<file path="src/rtl/quad_decoder.sv">
// Quadrature decoder: synchronises encoder phases A/B, decodes gray-code steps
// into a step strobe, direction bit and wrap-around position count.
module quad_decoder #(
   parameter int SIZE   = 8,
   parameter int SETTLE = 3
) (
   input  logic            clk,
   input  logic            rst,
   input  logic            qa,
   input  logic            qb,
   input  logic            clr,
   output logic            step,
   output logic            dir,
   output logic [SIZE-1:0] cnt,
   output logic            err
);

   localparam int CW = (SETTLE < 2) ? 1 : $clog2(SETTLE + 1);
   localparam logic [CW-1:0] SETTLE_LAST = (SETTLE == 0) ? '0 : CW'(SETTLE - 1);

   typedef enum logic {
      SETTLING,
      RUN
   } state_t;

   typedef enum logic [1:0] {
      EV_NONE,
      EV_UP,
      EV_DOWN,
      EV_ILLEGAL
   } event_t;

   logic            qa_s1, qb_s1;
   logic            qa_s2, qb_s2;
   logic [1:0]      prev;
   logic [1:0]      cur;
   state_t          state_q, state_d;
   logic [CW-1:0]   settle_q, settle_d;
   logic            settle_done;
   event_t          ev;
   logic            step_d;
   logic            dir_d;
   logic [SIZE-1:0] cnt_d;
   logic            err_d;

   // Position of an {a,b} pair along the up sequence 00,10,11,01.
   function automatic logic [1:0] phase_pos(input logic [1:0] ab);
      phase_pos = {ab[0], ab[1] ^ ab[0]};
   endfunction

   // Distance of one around the cycle is a step; distance two means both
   // phases toggled between samples and the direction is unknowable.
   function automatic event_t decode(input logic [1:0] p, input logic [1:0] c);
      logic [1:0] d;
      d = phase_pos(c) - phase_pos(p);
      case (d)
         2'd1:    decode = EV_UP;
         2'd3:    decode = EV_DOWN;
         2'd2:    decode = EV_ILLEGAL;
         default: decode = EV_NONE;
      endcase
   endfunction

   assign cur         = {qa_s2, qb_s2};
   assign ev          = decode(prev, cur);
   assign settle_done = (SETTLE == 0) || (settle_q == SETTLE_LAST);

   always_comb begin
      state_d  = state_q;
      settle_d = settle_q;
      step_d   = 1'b0;
      dir_d    = dir;
      cnt_d    = cnt;
      err_d    = err;
      case (state_q)
         SETTLING: begin
            settle_d = settle_q + CW'(1);
            if (settle_done) begin
               state_d = RUN;
            end
         end
         RUN: begin
            case (ev)
               EV_UP: begin
                  step_d = 1'b1;
                  dir_d  = 1'b1;
                  cnt_d  = cnt + SIZE'(1);
               end
               EV_DOWN: begin
                  step_d = 1'b1;
                  dir_d  = 1'b0;
                  cnt_d  = cnt - SIZE'(1);
               end
               EV_ILLEGAL: begin
                  err_d = 1'b1;
               end
               default: begin
                  step_d = 1'b0;
               end
            endcase
         end
         default: begin
            state_d = SETTLING;
         end
      endcase
      // Clear wins over any same-cycle count or error update, but the
      // step/dir report of that transition is kept.
      if (clr) begin
         cnt_d = '0;
         err_d = 1'b0;
      end
   end

   // Stage boundary: s1 -> s2 -> prev synchroniser chain, then registered outputs.
   always_ff @(posedge clk) begin
      if (rst) begin
         qa_s1    <= 1'b0;
         qb_s1    <= 1'b0;
         qa_s2    <= 1'b0;
         qb_s2    <= 1'b0;
         prev     <= 2'b00;
         state_q  <= SETTLING;
         settle_q <= '0;
         step     <= 1'b0;
         dir      <= 1'b0;
         cnt      <= '0;
         err      <= 1'b0;
      end else begin
         qa_s1    <= qa;
         qb_s1    <= qb;
         qa_s2    <= qa_s1;
         qb_s2    <= qb_s1;
         prev     <= cur;
         state_q  <= state_d;
         settle_q <= settle_d;
         step     <= step_d;
         dir      <= dir_d;
         cnt      <= cnt_d;
         err      <= err_d;
      end
   end

endmodule

</file>
<file path="config.mk">
export PLATFORM = sky130hd
export DESIGN_NAME = quad_decoder
export DESIGN_NICKNAME = d
export VERILOG_FILES = /design/src/rtl/quad_decoder.sv
export SDC_FILE = /design/constraint.sdc
export NUM_CORES = 1
export LEC_CHECK = 0
export ABC_AREA = 0
export CAP_MARGIN = 40
export CELL_PAD_IN_SITES_DETAIL_PLACEMENT = 1
export CELL_PAD_IN_SITES_GLOBAL_PLACEMENT = 2
export CORE_ASPECT_RATIO = 1.75
export CORE_MARGIN = 2
export CORE_UTILIZATION = 33
export CTS_BUF_LIST = sky130_fd_sc_hd__clkbuf_8
export CTS_CLUSTER_SIZE = 40
export DETAILED_ROUTE_END_ITERATION = 16
export GPL_ROUTABILITY_DRIVEN = 0
export HOLD_SLACK_MARGIN = 0.06
export PLACE_DENSITY_LB_ADDON = 0.3
export REMOVE_ABC_BUFFERS = 1
export SYNTH_ARGS = -nofsm -noshare
export SYNTH_HDL_FRONTEND = slang
export SYNTH_SLANG_ARGS = --single-unit
export TNS_END_PERCENT = 10
</file>
<file path="constraint.sdc">
create_clock -name clk -period 2.8 [get_ports clk]
set_clock_uncertainty 0.05 [all_clocks]
set_input_delay 0.42 -clock clk [delete_from_list [all_inputs] [get_ports clk]]
set_output_delay 0.42 -clock clk [all_outputs]
set_load 0.005 [all_outputs]
</file>
==> summary.md, run 1 <==
| Metric | Value |
|---|---|
| Status | `complete, no violations` |
| Sw Ratio | `25.5%` |
| Clock tree buffer depth | `2` |
| Syn-to-layout area delta | `26.6%` |
| Overall Global Routing Usage | `15.8%` |
| NetSw | `192 µW` |
| Highest-count cells in the layout ignoring fill and taps | `20 x dfxtp_1, 15 x clkdlybuf4s50_1, 12 x nor2_1` |
| Achievable frequency | `398 MHz` |
| #FFs+latches synth | `20` |
| Pwr Total | `753 µW` |
| Overall die height | `75.6 µm` |
| Transition at the pin with the smallest max-transition slack | `0.621 ns` |
| Worst-case vdd ir drop | `337 µV` |
| Final number of max-transition violations | `0` |
| Clock Power Share | `39.3%` |
| Post-layout nets | `131` |
| Beginning of the worst hold path | `qa_s1$_SDFF_PP0_` |
| Root Driver | `clkbuf_8` |
| Slew margin rel. | `58.5%` |
| Number of cells on the worst reg-to-reg path | `9` |
| Count of final hold-check violations | `0` |
| Chip Width | `44.9 µm` |
| Standard-cell rows | `26` |
| Met3 usage in global routing | `3.08%` |
| Wire length of the first global-routing pass | `3840 µm` |
| Post-synthesis cell area | `966 µm²` |
| Leakage power | `0.000433 µW` |
| RSZ-0062 raised after global routing | `false` |
| Power share of the combinational group | `16.3%` |
| Resize count post-CTS | `0` |
| Reported max-cap violation count | `0` |
| Worst min-delay path category | `register to register` |
| Top Usage Layer GRT | `met2` |
| TritonCTS buffer count | `3` |
| Critical path data arrival time | `2.67 ns` |
| Number of DRC violations after detailed routing | `0` |
| Share of synthesized flip-flops with an asynchronous set or reset | `0%` |
| Top flip-flop cell by instance count after synthesis | `dfxtp_1` |
| Final worst path period need | `2.51 ns` |
| Cell depth of the worst min-delay path | `1` |
| CP cell instances | `xnor2_1 -> ha_1 -> xor3_1 -> nand2_1 -> xnor2_1 -> ha_1 -> or4_4 -> a2111o_1 -> o21ai_0` |
| Number of global-route vias before repair | `836` |
| Part of the Yosys area used for sequential elements | `41.5%` |
| Clock tree from TritonCTS | `done` |
| Number of H-tree branching levels | `1` |
| Worst reg-to-reg setup slack | `0.29 ns` |
| Wire per inst | `15.1 µm` |
| Seq pwr share | `44.4%` |
| CORE AREA | `2860 µm²` |
| Fraction of layout instances using a drive strength above 1 | `8.20%` |
| Ratio of total power to cell area | `616 nW/µm²` |
| Internal power | `561 µW` |
| DP HPWL | `1660 µm` |
| Finish-stage setup viols | `0` |
| Yosys warnings | `0` |
| GRT met1 Usage | `16.1%` |
| Count of buffering cells on the critical path with inverters included | `0` |
| Quantity of I/O buffers inserted on ports | `15` |
| Critical-path cell with the highest stage delay | `or4_4` |
| Destination of the worst register-to-register timing path | `cnt[2]$_SDFFE_PP0P_` |
| Mapped Avg Cell Area | `9.11 µm²` |
| Leading cell type in the layout, fill and taps excluded | `dfxtp_1` |
| Maximum net fanout on the critical path | `6` |
| Count of routing violations after the opening detailed-route iteration | `13` |
| Diode insertion count for antenna repair | `0` |
| Kind of critical path | `register to register` |
| Avg Vias per Cell | `5.59` |
| Unique masters post-synth | `35` |
| Element type at the critical path start | `register` |
| Worst path max stage delay | `0.50 ns` |
| Clock latency on the worst-skew pair | `0.27 ns` |
| Hold endpoint | `qa_s2$_SDFF_PP0_` |
| Startpoint of the worst register-to-register path | `qb_s2$_SDFF_PP0_` |
| Post-route antenna net violation count | `0` |
| Synth Instances | `106` |
| Number of antenna violations at the first check in global routing | `0` |
| Clock Pin Slew Worst Setup and Hold Paths | `0.08 ns` |
| Post-route clock period utilization | `89.8%` |
| Initial core utilization | `33.7%` |
| Num Clock Sinks | `20` |
| Post-CTS Repair Setup Buffers | `0` |
| Required @ worst endpoint | `2.95 ns` |
| Router iterations before antenna repair | `4` |
| Via count | `839` |
| Dominant delay contributor by cell family on the critical path | `simple AND/OR/NAND/NOR gates` |
| Area enclosed by the die boundary | `3390 µm²` |
| Met2 routing resource usage after global routing | `28.3%` |
| Post-cts hold buffer count | `0` |
| Routed wire length | `2270 µm` |
| Kind of end point of the critical path | `register` |
| Boundary Pins | `16` |
| Maximum number of pins on one net before global-route repair | `15` |
| GRT Residual Overflow | `0` |
| Count of flip-flops with a built-in enable after synthesis | `0` |
| Setup TNS | `0 ns` |
power by group through the flow:
stage               Clock [µW]  Combinational [µW]  Sequential, µW
CTS                        304                 126             335
floorplan                    0                82.6             334
finish                     296                 123             334
detailed placement           0                 124             341
global placement             0                 117             339
global route               316                 141             338
logic make-up (layout without fill, tap and decap cells):
logic type / after synthesis / count (layout) / synth area share, %
AND/OR/NAND/NOR: 44 / 44 / 24.7
AO/OA/AOI/OAI: 23 / 23 / 16.3
flip-flops: 20 / 20 / 41.5
buffers and inverters: 8 / 24 / 3.11
XOR/XNOR: 7 / 7 / 9.46
adder cells (fa/ha/maj): 3 / 3 / 3.89
multiplexers: 1 / 1 / 1.04
Yosys cell counts, types with 2 or more instances:
library cell,instances,share of area (%)
o21ai_0,4,2.1
and2_1,2,1.3
nand4_1,2,1.3
dfxtp_1,20,41
or3_1,2,1.3
xor2_1,2,1.8
nor2_1,12,4.7
ha_1,3,3.9
inv_1,2,0.78
nand2_1,7,2.7
a2111o_1,3,3.5
a21o_1,2,1.6
o2111ai_1,3,2.7
xnor2_1,3,2.7
nand3_1,3,1.6
nor2b_1,7,4.5
a21oi_1,7,3.6
clkbuf_1,5,1.9
worst max path at each step:
stage,end,depth (start not counted),slack [ns],startpoint
global placement,cnt[2]$_SDFFE_PP0P_,9,0.37,qb_s2$_SDFF_PP0_
CTS,cnt[2]$_SDFFE_PP0P_,9,0.26,qb_s2$_SDFF_PP0_
floorplan,cnt[2]$_SDFFE_PP0P_,9,0.34,qb_s2$_SDFF_PP0_
finish,cnt[2]$_SDFFE_PP0P_,9,0.29,qb_s2$_SDFF_PP0_
detailed placement,cnt[2]$_SDFFE_PP0P_,9,0.29,qb_s2$_SDFF_PP0_
global route,cnt[2]$_SDFFE_PP0P_,9,0.07,qb_s2$_SDFF_PP0_
layout make-up:
cell class                      count  area (µm²)
Fill cell                         347        1640
Multi-Input combinational cell     78         536
Timing Repair Buffer               18         173
Tap cell                           28        35.0
Clock buffer                        3        41.3
Sequential cell                    20         400
Inverter                            2        7.51
Clock inverter                      1        30.0
sequential cells by signal, summed over array words and instances, names as in the netlist:
| signal | cells |
|---|---|
| qb_s2 | 1 |
| qa_s1 | 1 |
| qa_s2 | 1 |
| err | 1 |
| qb_s1 | 1 |
| cnt | 8 |
| prev | 2 |
| state_q | 1 |
| dir | 1 |
| step | 1 |
| settle_q | 2 |
worst reg2reg max path, stage by stage (launching register included):
cell,delay [ns]
dfxtp_1,0.43
xnor2_1,0.15
ha_1,0.20
xor3_1,0.25
nand2_1,0.10
xnor2_1,0.06
ha_1,0.25
or4_4,0.50
a2111o_1,0.37
o21ai_0,0.07
stage by stage:
stage | worst slack, ns | hold WS, ns | util, % | instances | area [µm²]
2_1_floorplan | 0.344 | 0.364 | - | 100 | 943
3_3_place_gp | 0.367 | 0.369 | 40.2 | 146 | 1150
3_5_place_dp | 0.288 | 0.380 | 40.2 | 146 | 1150
4_1_cts | 0.259 | 0.399 | 42.7 | 150 | 1220
5_1_grt | 0.0728 | 0.423 | 42.7 | 150 | 1220
6_report | 0.285 | 0.393 | 42.7 | 150 | 1220
routing by layer:
metal / routed length, µm / part of all wire, %
met3: 61 / 2.7
met4: 65 / 2.9
met1: 911 / 40
met2: 1230 / 54
met5: 0 / 0
Note: power is estimated with default switching activity, not from simulation.
==> run 2, diff against run 1 <==
- SKIP_LAST_GASP: not set -> 1
==> results of run 2 <==
Same layout as run 1: the final DEF is identical, and so are final timing and power.
